--- src/rtl/mem_arb_pkg.sv ---
// Shared constants for the refill arbiter: FSM encoding, requester ids, width defaults.
package mem_arb_pkg;
  localparam int ADDR_W_DEF   = 32;
  localparam int LINE_W_DEF   = 128;
  localparam int OFFSET_W_DEF = 4;

  localparam logic [1:0] ST_IDLE = 2'd0;
  localparam logic [1:0] ST_BUSY = 2'd1;
  localparam logic [1:0] ST_RESP = 2'd2;

  localparam logic REQ_ICACHE = 1'b0;
  localparam logic REQ_DCACHE = 1'b1;
endpackage

--- src/rtl/mem_arb_grant.sv ---
// Combinational winner select for the two refill requesters.
// MEM_ARB_RR_EN selects round-robin on ties; otherwise DCache has fixed priority.
module mem_arb_grant
  import mem_arb_pkg::*;
(
  input  logic icache_req,
  input  logic dcache_req,
`ifdef MEM_ARB_RR_EN
  input  logic rr_last,
`endif
  output logic grant_any,
  output logic winner
);

  always_comb begin
    grant_any = icache_req | dcache_req;
    winner    = dcache_req ? REQ_DCACHE : REQ_ICACHE;
`ifdef MEM_ARB_RR_EN
    // On a tie the requester that was not granted last goes first.
    if (icache_req && dcache_req)
      winner = (rr_last == REQ_ICACHE) ? REQ_DCACHE : REQ_ICACHE;
`endif
  end

endmodule

--- src/rtl/mem_refill_arbiter.sv ---
// Shares one line-refill memory port between ICache and DCache, one transaction in flight.
// Grant policy: round-robin when MEM_ARB_RR_EN is defined, else DCache fixed priority.
module mem_refill_arbiter
  import mem_arb_pkg::*;
#(
  parameter int ADDR_W   = ADDR_W_DEF,
  parameter int LINE_W   = LINE_W_DEF,
  parameter int OFFSET_W = OFFSET_W_DEF
) (
  input  logic              clk,
  input  logic              rst_n,
  input  logic [ADDR_W-1:0] icache_addr_i,
  input  logic              icache_valid_req_i,
  output logic              icache_ready_o,
  output logic [LINE_W-1:0] icache_data_o,
  input  logic [ADDR_W-1:0] dcache_addr_i,
  input  logic              dcache_valid_req_i,
  input  logic              dcache_we_i,
  input  logic [LINE_W-1:0] dcache_wdata_i,
  output logic              dcache_ready_o,
  output logic [LINE_W-1:0] dcache_data_o,
  output logic [ADDR_W-1:0] mem_addr_o,
  output logic              mem_valid_req_o,
  output logic              mem_we_o,
  output logic [LINE_W-1:0] mem_wdata_o,
  input  logic              mem_ready_i,
  input  logic [LINE_W-1:0] mem_data_i
);

  localparam logic [ADDR_W-1:0] LINE_MASK = {{(ADDR_W-OFFSET_W){1'b1}}, {OFFSET_W{1'b0}}};

  logic [1:0] state;
  logic       win_id;
  logic       grant_any;
  logic       winner;
`ifdef MEM_ARB_RR_EN
  logic       rr_last;
`endif

  mem_arb_grant u_grant (
    .icache_req (icache_valid_req_i),
    .dcache_req (dcache_valid_req_i),
`ifdef MEM_ARB_RR_EN
    .rr_last    (rr_last),
`endif
    .grant_any  (grant_any),
    .winner     (winner)
  );

  always_ff @(posedge clk or negedge rst_n) begin
    if (!rst_n) begin
      state           <= ST_IDLE;
      win_id          <= REQ_ICACHE;
`ifdef MEM_ARB_RR_EN
      rr_last         <= REQ_ICACHE;
`endif
      mem_addr_o      <= '0;
      mem_valid_req_o <= 1'b0;
      mem_we_o        <= 1'b0;
      mem_wdata_o     <= '0;
      icache_ready_o  <= 1'b0;
      icache_data_o   <= '0;
      dcache_ready_o  <= 1'b0;
      dcache_data_o   <= '0;
    end else begin
      case (state)
        ST_IDLE: begin
          if (grant_any) begin
            win_id          <= winner;
            mem_valid_req_o <= 1'b1;
            state           <= ST_BUSY;
`ifdef MEM_ARB_RR_EN
            rr_last         <= winner;
`endif
            // Request fields are frozen here; requester changes during BUSY are ignored.
            if (winner == REQ_DCACHE) begin
              mem_addr_o  <= dcache_addr_i & LINE_MASK;
              mem_we_o    <= dcache_we_i;
              mem_wdata_o <= dcache_wdata_i;
            end else begin
              mem_addr_o  <= icache_addr_i & LINE_MASK;
              mem_we_o    <= 1'b0;
              mem_wdata_o <= '0;
            end
          end
        end
        ST_BUSY: begin
          if (mem_ready_i) begin
            mem_valid_req_o <= 1'b0;
            state           <= ST_RESP;
            if (win_id == REQ_DCACHE) begin
              dcache_ready_o <= 1'b1;
              if (!mem_we_o) dcache_data_o <= mem_data_i;
            end else begin
              icache_ready_o <= 1'b1;
              icache_data_o  <= mem_data_i;
            end
          end
        end
        ST_RESP: begin
          icache_ready_o <= 1'b0;
          dcache_ready_o <= 1'b0;
          state          <= ST_IDLE;
        end
        default: state <= ST_IDLE;
      endcase
    end
  end

endmodule
--- config.mk ---
export PLATFORM = sky130hd
export DESIGN_NAME = mem_refill_arbiter
export DESIGN_NICKNAME = d
export VERILOG_FILES = /design/src/rtl/mem_arb_pkg.sv /design/src/rtl/mem_arb_grant.sv /design/src/rtl/mem_refill_arbiter.sv
export SDC_FILE = /design/constraint.sdc
export NUM_CORES = 1
export LEC_CHECK = 0
export BUFFER_PORTS_ARGS = -buffer_cell sky130_fd_sc_hd__buf_4
export CORE_AREA = 10 10 278 280
export CTS_CLUSTER_SIZE = 12
export DETAILED_ROUTE_END_ITERATION = 8
export DIE_AREA = 0 0 288 290
export HOLD_SLACK_MARGIN = 0.08
export PLACE_DENSITY_LB_ADDON = 0.08
export SYNTH_ARGS = -nofsm -noshare
export SYNTH_HDL_FRONTEND = slang
export SYNTH_SLANG_ARGS = --single-unit
--- constraint.sdc ---
create_clock -name clk -period 1.95 [get_ports clk]
set_input_delay 0.0975 -clock clk [delete_from_list [all_inputs] [get_ports clk]]
set_output_delay 0.0975 -clock clk [all_outputs]
set_load 0.05 [all_outputs]
==> reports/qor.yml <==
placed_design:
  io_buffers: 733
  dp_hpwl_mm: 50.69
  pre_cts_slack_ns: 0.07651
  place_congestion: 0.7675
logic_synthesis:
  synth_warnings: 0
  synth_top_family_by_area: "multiplexers"
  synthSimpleGateAreaFrac_pct: 0.3653
  synthAdderAreaFrac_pct: 0
  ys_ff_latch: 419
  synth_top_area_share_pct: 66.55
  synthMuxAreaShare_pct: 22.30
  yosysTopAreaCell: "dfrtp_1"
  yosysMostFrequentCell: "dfrtp_1"
  synth-main-ff-cell: "dfrtp_1"
  synth_edf_count: 0
  ys_async_sr_fraction_pct: 100.0
  synth_compound_area_share_pct: 7.481
  synthTopCellsByCount: "dfrtp_1, mux2_2, a22o_1"
  syn_area_um2: 15760
  ys_top_cells_by_area: "dfrtp_1, mux2_2, a22o_1, buf_6, buf_4"
  seq_area_frac_synth_pct: 66.55
  syn_area_per_cell_um2: 16.65
  synth-xor-area-share_pct: 0
  ys_types: 20
  syn_inst: 946
worst_setup_path:
  r2r_cells: 5
  required_ns: 2.40
  critPathKind: "reg2reg"
  worstReg2RegStart: "state[1]"
  startpoint_type: "flip-flop"
  crit_fanout: 34
  end_kind: "flip-flop"
  crit_arrival_ns: 2.28
  crit_start: "state[1]"
  reg2reg_slack_ns: 0.11
  r2r-end: "dcache_data_o[56]"
detailed_routing:
  wl_per_cell_um: 21.80
  wirelength_mm: 65.70
  drt-pass1-iter-count: 4
  via_per_inst: 4.049
  vias: 12200
  drt_iter0_markers: 389
  drc: 0
  drt.antenna.violating_nets: 0
cells_and_area:
  area_delta_synth_final_pct: 74.09
  utilization_pct: 38.44
  nets: 2349
  layout-drive-gt1-share_pct: 56.74
power_and_ir_drop:
  ir_drop_mv: 1.135
  p_per_area_nw_per_um2: 2119
  p_leak_nw: 12.93
global_route:
  grt_pass1_vias: 14130
  grt_antenna_before_repair: 3
  grt_overflow: 0
  grt_max_degree: 118
  grt_pass1_wl_mm: 95.85
  gr-usage-all-layers_pct: 15.14
cts:
  cts_buffer_depth: 3
  cts-root-buf: "clkbuf_16"
  clkLatencyLatePin_ns: 0.57
  cts_inserted_buffers: 49
  clkTransAtPathRegs_ns: 0.06
  numClockSinks: 419
  cts_tree: "done"
  cts_max_level: 2
sta:
  worstMarginPinSlew_ns: 0.6182
  skew_ns: 0.01092
  hold_viol: 0
  slew_viol_final: 0
  worst_slack_ns: 0.1127
  setup_tns_ns: 0
  fin_crit_ns: 1.837
  maxSlewHeadroom_pct: 58.79
  post-route-period-util_pct: 94.22
  max_freq_ghz: 0.5443
  setup_viol: 0
  rsz0062_at_grt: "false"
die:
  num_rows: 98
  ios: 746
  die_y_um: 290
  coreArea_um2: 71360
  die-area_um2: 83520
  fp.dieW_um: 288
  initial_core_util_pct: 22.08
min_path:
  min_to: "mem_wdata_o[27]"
  min_from: "dcache_valid_req_i"
  hold_class: "in2reg"
  hold_depth: 3
flow_run:
  cap_violations: 0
run_status:
  status: "finished clean"
==> per-stage QoR <==
stage	instances	power [mW]	cell area (um^2)	hold slack, ns
floorplan	949	36.73	15770	-0.1981
global placement	2603	48.42	22490	0.07316
detailed placement	2603	48.51	22490	0.07454
CTS	3012	59.07	27410	0.1481
global route	3014	60.70	27430	0.1975
finish	3014	58.13	27430	0.1955
==> worst max path at each step <==
stage	endpoint	slack [ns]	cells after the start
after CTS	state[0]	0.05	5
after floorplan	dcache_data_o[100]	0.31	4
after detailed placement	dcache_data_o[56]	0.08	5
after global routing	dcache_data_o[120]	0.02	5
after global placement	dcache_data_o[63]	0.09	5
final	dcache_data_o[56]	0.11	5
==> report_power, final <==
group | leakage (nW) | internal, mW | switching, mW
clock network | 0.848 | 5.96 | 3.67
logic | 6.98 | 10.7 | 22.1
registers | 5.10 | 13.1 | 2.58
==> cell type report <==
type,instances,area [um^2]
Antenna cell,2,5.005
Clock buffer,75,1506
Clock inverter,15,206.4
Fill cell,6951,43930
Inverter,3,11.26
Multi-Input combinational cell,460,4791
Sequential cell,419,10490
Tap cell,950,1189
Timing Repair Buffer,1090,9235
==> critical path: stages (launching register included) <==
cell	delay, ns
dfrtp_1	0.42
nand3b_4	0.23
nor3b_4	0.28
buf_6	0.18
buf_16	0.21
mux2_2	0.36
==> sequential cells by signal, indices dropped and copies added, names as in the netlist <==
signal	cells
dcache_data_o	128
dcache_ready_o	1
icache_data_o	128
icache_ready_o	1
mem_addr_o	28
mem_valid_req_o	1
mem_wdata_o	128
mem_we_o	1
state	2
win_id	1
==> per-layer routing <==
metal  up-vias  global-route usage, %  part of all wire, %
met5         -                      0                0.020
met1      6030                  16.53                   37
met4         2                  4.513                  2.8
li1       5611                      -                    -
met3        88                  5.155                  8.3
met2       473                  27.17                   52
==> logic make-up (layout without fill, tap and decap cells) <==
family / after synthesis / count (layout)
AND/OR/NAND/NOR: 8 / 8
flip-flops: 419 / 419
AO/OA/AOI/OAI: 136 / 136
buffers and inverters: 70 / 1183
other: 1 / 6
multiplexers: 312 / 312
==> layout by cell type (no fill, tap or decap) <==
cell type and n:
inv_6 1, o31ai_1 1, buf_16 1, conb_1 4, a31oi_1 1, buf_4 751, nand2_1 3, inv_1 3
buf_8 1, diode_2 2, buf_12 18, clkinv_2 8, dfrtp_1 419, clkbuf_8 14, nor2_4 1, nand3b_4 1
clkbuf_16 51, and2_4 1, a22o_1 129, clkbuf_1 10, o2bb2ai_1 1, o21ai_0 2, a21o_1 1, mux2_2 312
nor3b_4 1, dlygate4sd3_1 318, bufinv_16 5, clkinvlp_4 1, nor2_2 1, buf_6 1, o21ai_4 1
==> repair_timing <==
action	in CTS	in global routing
hold endpoints to repair	838	0
buffers inserted	0	0
resized for setup	0	3
hold buffers	319	0
setup endpoints to repair	0	4
(Power assumes the default switching activity.)
